--- src/rtl/emu_clock_reset_seq.sv ---
// Reset sequencer and phi1/phi2 phase generator for the emulation clock domain.
// Filters DCM lock and board reset, then releases staged resets aligned to phi1.
module emu_clock_reset_seq #(
   parameter int HALFCYCLE = 30,
   parameter int STRETCH   = 8,
   parameter int LOCK_FILT = 4,
   parameter int NCH       = 2,
   parameter int STAGE_GAP = 4
) (
   input  logic           eclk,
   input  logic           ereset_n,
   input  logic           dcm_locked,
   input  logic           ext_res_n,
   output logic           ph_tick,
   output logic           phase,
   output logic [NCH-1:0] rst_out,
   output logic           ready,
   output logic [7:0]     relock_cnt
);

   localparam int HCW = (HALFCYCLE > 1) ? $clog2(HALFCYCLE) : 1;
   localparam int SCW = (STRETCH   > 1) ? $clog2(STRETCH)   : 1;
   localparam int GCW = (STAGE_GAP > 1) ? $clog2(STAGE_GAP) : 1;
   localparam int CHW = (NCH       > 1) ? $clog2(NCH)       : 1;
   localparam int LKW = $clog2(LOCK_FILT + 1);

   typedef enum logic [2:0] {
      S_WAIT    = 3'd0,
      S_STRETCH = 3'd1,
      S_ALIGN   = 3'd2,
      S_STAGGER = 3'd3,
      S_RUN     = 3'd4
   } state_t;

   logic [HCW-1:0] r_hcnt;
   logic           r_phase;
   logic           w_tick;
   logic [1:0]     r_lk_sync;
   logic [1:0]     r_res_sync;
   logic [LKW-1:0] r_lk_cnt;
   logic [LKW-1:0] w_lk_nxt;
   logic           w_good;

   state_t         r_state,  w_state_nxt;
   logic [SCW-1:0] r_scnt,   w_scnt_nxt;
   logic [GCW-1:0] r_gcnt,   w_gcnt_nxt;
   logic [CHW-1:0] r_ch,     w_ch_nxt;
   logic [NCH-1:0] r_rst,    w_rst_nxt;
   logic [7:0]     r_relock, w_relock_nxt;

   // Free-running half-cycle counter; only ereset_n ever disturbs it.
   assign w_tick = (r_hcnt == HCW'(HALFCYCLE - 1));

   always_ff @(posedge eclk or negedge ereset_n) begin
      if (!ereset_n) begin
         r_hcnt  <= '0;
         r_phase <= 1'b0;
      end else if (w_tick) begin
         r_hcnt  <= '0;
         r_phase <= ~r_phase;
      end else begin
         r_hcnt  <= r_hcnt + HCW'(1);
      end
   end

   always_ff @(posedge eclk or negedge ereset_n) begin
      if (!ereset_n) begin
         r_lk_sync  <= 2'b00;
         r_res_sync <= 2'b00;
         r_lk_cnt   <= '0;
      end else begin
         r_lk_sync  <= {r_lk_sync[0], dcm_locked};
         r_res_sync <= {r_res_sync[0], ext_res_n};
         r_lk_cnt   <= w_lk_nxt;
      end
   end

   // good looks at the filter's next value so it rises on the qualifying sample
   // and falls on the very first synced low, giving a one-cycle reaction.
   always_comb begin
      w_lk_nxt = '0;
      if (r_lk_sync[1])
         w_lk_nxt = (r_lk_cnt == LKW'(LOCK_FILT)) ? r_lk_cnt : r_lk_cnt + LKW'(1);
   end

   assign w_good = (w_lk_nxt == LKW'(LOCK_FILT)) & r_res_sync[1];

   always_comb begin
      w_state_nxt  = r_state;
      w_scnt_nxt   = r_scnt;
      w_gcnt_nxt   = r_gcnt;
      w_ch_nxt     = r_ch;
      w_rst_nxt    = r_rst;
      w_relock_nxt = r_relock;
      if (!w_good) begin
         // Loss of good beats any release scheduled for this cycle.
         w_state_nxt = S_WAIT;
         w_rst_nxt   = '1;
         w_scnt_nxt  = '0;
         w_gcnt_nxt  = '0;
         w_ch_nxt    = '0;
         if (r_state == S_RUN && !r_lk_sync[1] && r_relock != 8'hFF)
            w_relock_nxt = r_relock + 8'd1;
      end else begin
         case (r_state)
            S_WAIT: begin
               w_state_nxt = S_STRETCH;
               w_scnt_nxt  = '0;
            end
            S_STRETCH: begin
               if (r_scnt == SCW'(STRETCH - 1)) w_state_nxt = S_ALIGN;
               else                             w_scnt_nxt  = r_scnt + SCW'(1);
            end
            S_ALIGN: begin
               // End of phi2: the registered release lands on the first phi1 cycle.
               if (w_tick && r_phase) begin
                  w_rst_nxt[0] = 1'b0;
                  w_gcnt_nxt   = '0;
                  w_ch_nxt     = CHW'(1);
                  w_state_nxt  = (NCH == 1) ? S_RUN : S_STAGGER;
               end
            end
            S_STAGGER: begin
               if (r_gcnt == GCW'(STAGE_GAP - 1)) begin
                  w_gcnt_nxt = '0;
                  for (int i = 1; i < NCH; i++)
                     if (r_ch == CHW'(i)) w_rst_nxt[i] = 1'b0;
                  if (r_ch == CHW'(NCH - 1)) w_state_nxt = S_RUN;
                  else                       w_ch_nxt    = r_ch + CHW'(1);
               end else begin
                  w_gcnt_nxt = r_gcnt + GCW'(1);
               end
            end
            S_RUN:   w_state_nxt = S_RUN;
            default: w_state_nxt = S_WAIT;
         endcase
      end
   end

   always_ff @(posedge eclk or negedge ereset_n) begin
      if (!ereset_n) begin
         r_state  <= S_WAIT;
         r_scnt   <= '0;
         r_gcnt   <= '0;
         r_ch     <= '0;
         r_rst    <= '1;
         r_relock <= 8'd0;
      end else begin
         r_state  <= w_state_nxt;
         r_scnt   <= w_scnt_nxt;
         r_gcnt   <= w_gcnt_nxt;
         r_ch     <= w_ch_nxt;
         r_rst    <= w_rst_nxt;
         r_relock <= w_relock_nxt;
      end
   end

   assign ph_tick    = w_tick;
   assign phase      = r_phase;
   assign rst_out    = r_rst;
   assign ready      = (r_state == S_RUN);
   assign relock_cnt = r_relock;

endmodule

--- config.mk ---
export PLATFORM = sky130hd
export DESIGN_NAME = emu_clock_reset_seq
export DESIGN_NICKNAME = d
export VERILOG_FILES = /design/src/rtl/emu_clock_reset_seq.sv
export SDC_FILE = /design/constraint.sdc
export NUM_CORES = 1
export LEC_CHECK = 0
export ABC_AREA = 1
export ABC_CLOCK_PERIOD_IN_PS = 1800
export CELL_PAD_IN_SITES_DETAIL_PLACEMENT = 1
export CELL_PAD_IN_SITES_GLOBAL_PLACEMENT = 1
export CORE_MARGIN = 2
export CORE_UTILIZATION = 35
export DETAILED_ROUTE_END_ITERATION = 16
export PLACE_DENSITY = 0.69
export SYNTH_ARGS = -nofsm -noshare
export SYNTH_HDL_FRONTEND = slang
export SYNTH_SLANG_ARGS = --single-unit
--- constraint.sdc ---
create_clock -name eclk -period 1.8 [get_ports eclk]
set_input_delay 0.27 -clock eclk [delete_from_list [all_inputs] [get_ports eclk]]
set_output_delay 0.27 -clock eclk [all_outputs]
set_load 0.01 [all_outputs]
==> metrics <==
status completed; Critical Path Fanout Max 3; leading area contributor after synthesis dfrtp_1; WL/cell around 13 um; I/O pin cnt 17; Final Hold Viols 0; Setup crit end ph_tick; DR DRC count 0; Peak VDD IR approximately 0.35 mV; global-route wire length before repair between 6 and 7 mm; First-pass DRT Iterations 4; post-synth cell types 28; Worst Hold Class reg -> reg; fmax a little over 600 MHz; Worst EP arrival 1.37 ns; area grow syn2layout 24.2%; DRT iter0 DRCs 28; final period utilization between 90% and 100%; Post-CTS Hold Buffers 0; Power Dens Cells 772 mW/mm2; Vias/cell 4.84; Max-Cap Viols 0; row count 24; worst rel slew slack approximately 73%; diodes inserted 0; endpoints failing setup 0; GRT overflow 0; Starting Density 36.3%; top cell type's share of synthesized area roughly 47%; Syn Nets between 150 and 200; Cell Area, Synth ~0.0016 mm2; Post-Syn Area per Cell 9.09 um2; Seq cells post-synth 32; sequential area share after synthesis 50.8%; R2R Setup Slk roughly 0.18 ns; worst slew pin tran 0.406 ns; Core Util, Final ~45%; area post-placement roughly 0.0018 mm2; Reg clk slew, reported paths 0.07 ns; vias in the first global route between 1000 and 1500; post-layout minimum cycle time 1.64 ns; Core ar. 0.00435 mm2; cells taking the most area after synthesis dfrtp_1, nand2_1, ha_1; Required @ worst endpoint roughly 1.5 ns; crit path kind reg -> out; layout cells sized above 1 between 10% and 20%; worst reg2reg path endpoint r_gcnt[0]; DP HPWL 2.43 mm; Routed Wire Length around 3.3 mm; root buffer cell clkbuf_8; detailed-route via count 1234; clk_lat worst skew 0.29 ns; placer congestion estimate ~0.73; total CTS buffers 5; fillers 512; port buffer count 16; Die Span Y 71.2 um; yosys warns 0; post-route cell area a little under 0.002 mm2; clk buf depth 2; Total GRT Usage around 15%; reg-to-reg startpoint r_lk_cnt[0]; Die W 71.2 um; final setup skew between 0.007 and 0.008 ns; largest net degree at the start of global routing 33; CTS tree yes; Final ANT Viol Nets 0; fin nets 214; Die Area just over 0.005 mm2; fin. max-slew vios 0; LEAKAGE between 0.9 and 1 nW; CTS H-tree depth 2; CP endpoint kind output port; Critical path origin r_hcnt[1]; initial antenna violation count 0; Mapped Cells about 170; clock sink count 32; r2r worst-path depth 10; CP Launch Type flip-flop
-- worst max-delay path: stages, from the launching register on --
cell and delay, ns:
dfrtp_1 0.40, inv_1 0.07, ha_1 0.14, nand2_1 0.09
nor2_4 0.11, dlygate4sd2_1 0.27
-- cells by family (layout without fill, tap and decap cells) --
group | count (synthesis) | after routing | share of synthesized area (%)
xor+xnor | 7 | 7 | 3.88
flops | 32 | 32 | 50.8
fa+ha+maj | 8 | 8 | 6.33
compound gates | 9 | 9 | 3.32
buf+inv | 26 | 55 | 6.25
simple gates | 92 | 92 | 29.4
-- layout make-up --
class / count / area, um2 / share of cell area [%]
flip-flops and latches: 32 / 805 / 41.0
multi-input cells: 116 / 689 / 35.1
repair buffers: 21 / 195 / 9.94
inverters: 26 / 98.8 / 5.03
clock buffers: 5 / 68.8 / 3.50
well taps: 52 / 65.1 / 3.31
clock inverters: 3 / 42.5 / 2.17
-- metrics by stage --
stage	hold WS (ns)	instances	setup TNS [ns]	setup WS [ns]	power, mW
final	0.353	255	0	0.165	1.52
after global routing	0.373	255	-0.0184	-0.0184	1.59
after CTS	0.355	252	0	0.122	1.52
after detailed placement	0.337	243	0	0.0576	0.830
after global placement	0.333	243	0	0.161	0.824
after floorplan	-0.0256	174	0	0.331	0.795
-- metal layers --
| layer | routed length (um) | track usage, % | share of wire [%] |
|---|---|---|---|
| met2 | 1600 | 25.0 | 48 |
| met3 | 109 | 4.08 | 3.3 |
| met5 | 0 | 0 | 0 |
| met4 | 110 | 8.39 | 3.3 |
| met1 | 1490 | 18.1 | 45 |
-- worst min path at each step --
stage / depth (start not counted) / end / slack [ns] / startpoint
after floorplan: 0 / phase / -0.03 / ereset_n
after CTS: 0 / r_lk_sync[1] / 0.36 / r_lk_sync[0]
after global routing: 0 / r_res_sync[1] / 0.37 / r_res_sync[0]
after global placement: 0 / r_lk_sync[1] / 0.33 / r_lk_sync[0]
after detailed placement: 0 / r_res_sync[1] / 0.34 / r_res_sync[0]
final: 0 / r_res_sync[1] / 0.35 / r_res_sync[0]
-- flip-flops by register name, indices dropped and copies added, names as in the netlist --
| register | flops |
|---|---|
| phase | 1 |
| r_ch | 1 |
| r_gcnt | 2 |
| r_hcnt | 5 |
| r_lk_cnt | 3 |
| r_lk_sync | 2 |
| r_res_sync | 2 |
| r_scnt | 3 |
| r_state | 3 |
| relock_cnt | 8 |
| rst_out | 2 |
-- repair_timing --
item / in CTS / in global routing
pin swaps: 1 / 1
endpoints found under the setup margin: 2 / 5
buffers inserted: 1 / 3
gates resized for setup: 3 / 2
-- cells in the final DEF (no fill, tap or decap), types with 6 or more instances in the layout --
| cell | n |
|---|---|
| dfrtp_1 | 29 |
| clkdlybuf4s50_1 | 14 |
| nand4_1 | 6 |
| ha_1 | 8 |
| nand3_1 | 11 |
| inv_1 | 23 |
| nand2_1 | 42 |
| nor2_1 | 15 |
-- cell usage after synthesis --
cell,n
a21oi_2,1
clkinv_2,1
dfrtp_1,30
dfstp_2,2
ha_1,8
inv_1,23
inv_2,2
nand2_1,43
nand2_2,2
nand2_4,1
nand3_1,11
nand3_2,2
nand3b_1,2
nand4_1,6
nand4_2,2
nor2_1,15
nor2_2,2
nor2_4,1
nor2_8,1
nor3_1,2
nor3_2,1
nor3b_1,1
o21ai_0,1
o21ai_1,5
o22ai_1,1
o31ai_1,1
xnor2_1,2
xor2_1,5
-- where the power goes --
group          internal [mW]  switching [mW]
sequential             0.732          0.0103
clock                  0.409           0.277
combinational         0.0325          0.0551
total                   1.17           0.343
(Power assumes the default switching activity.)
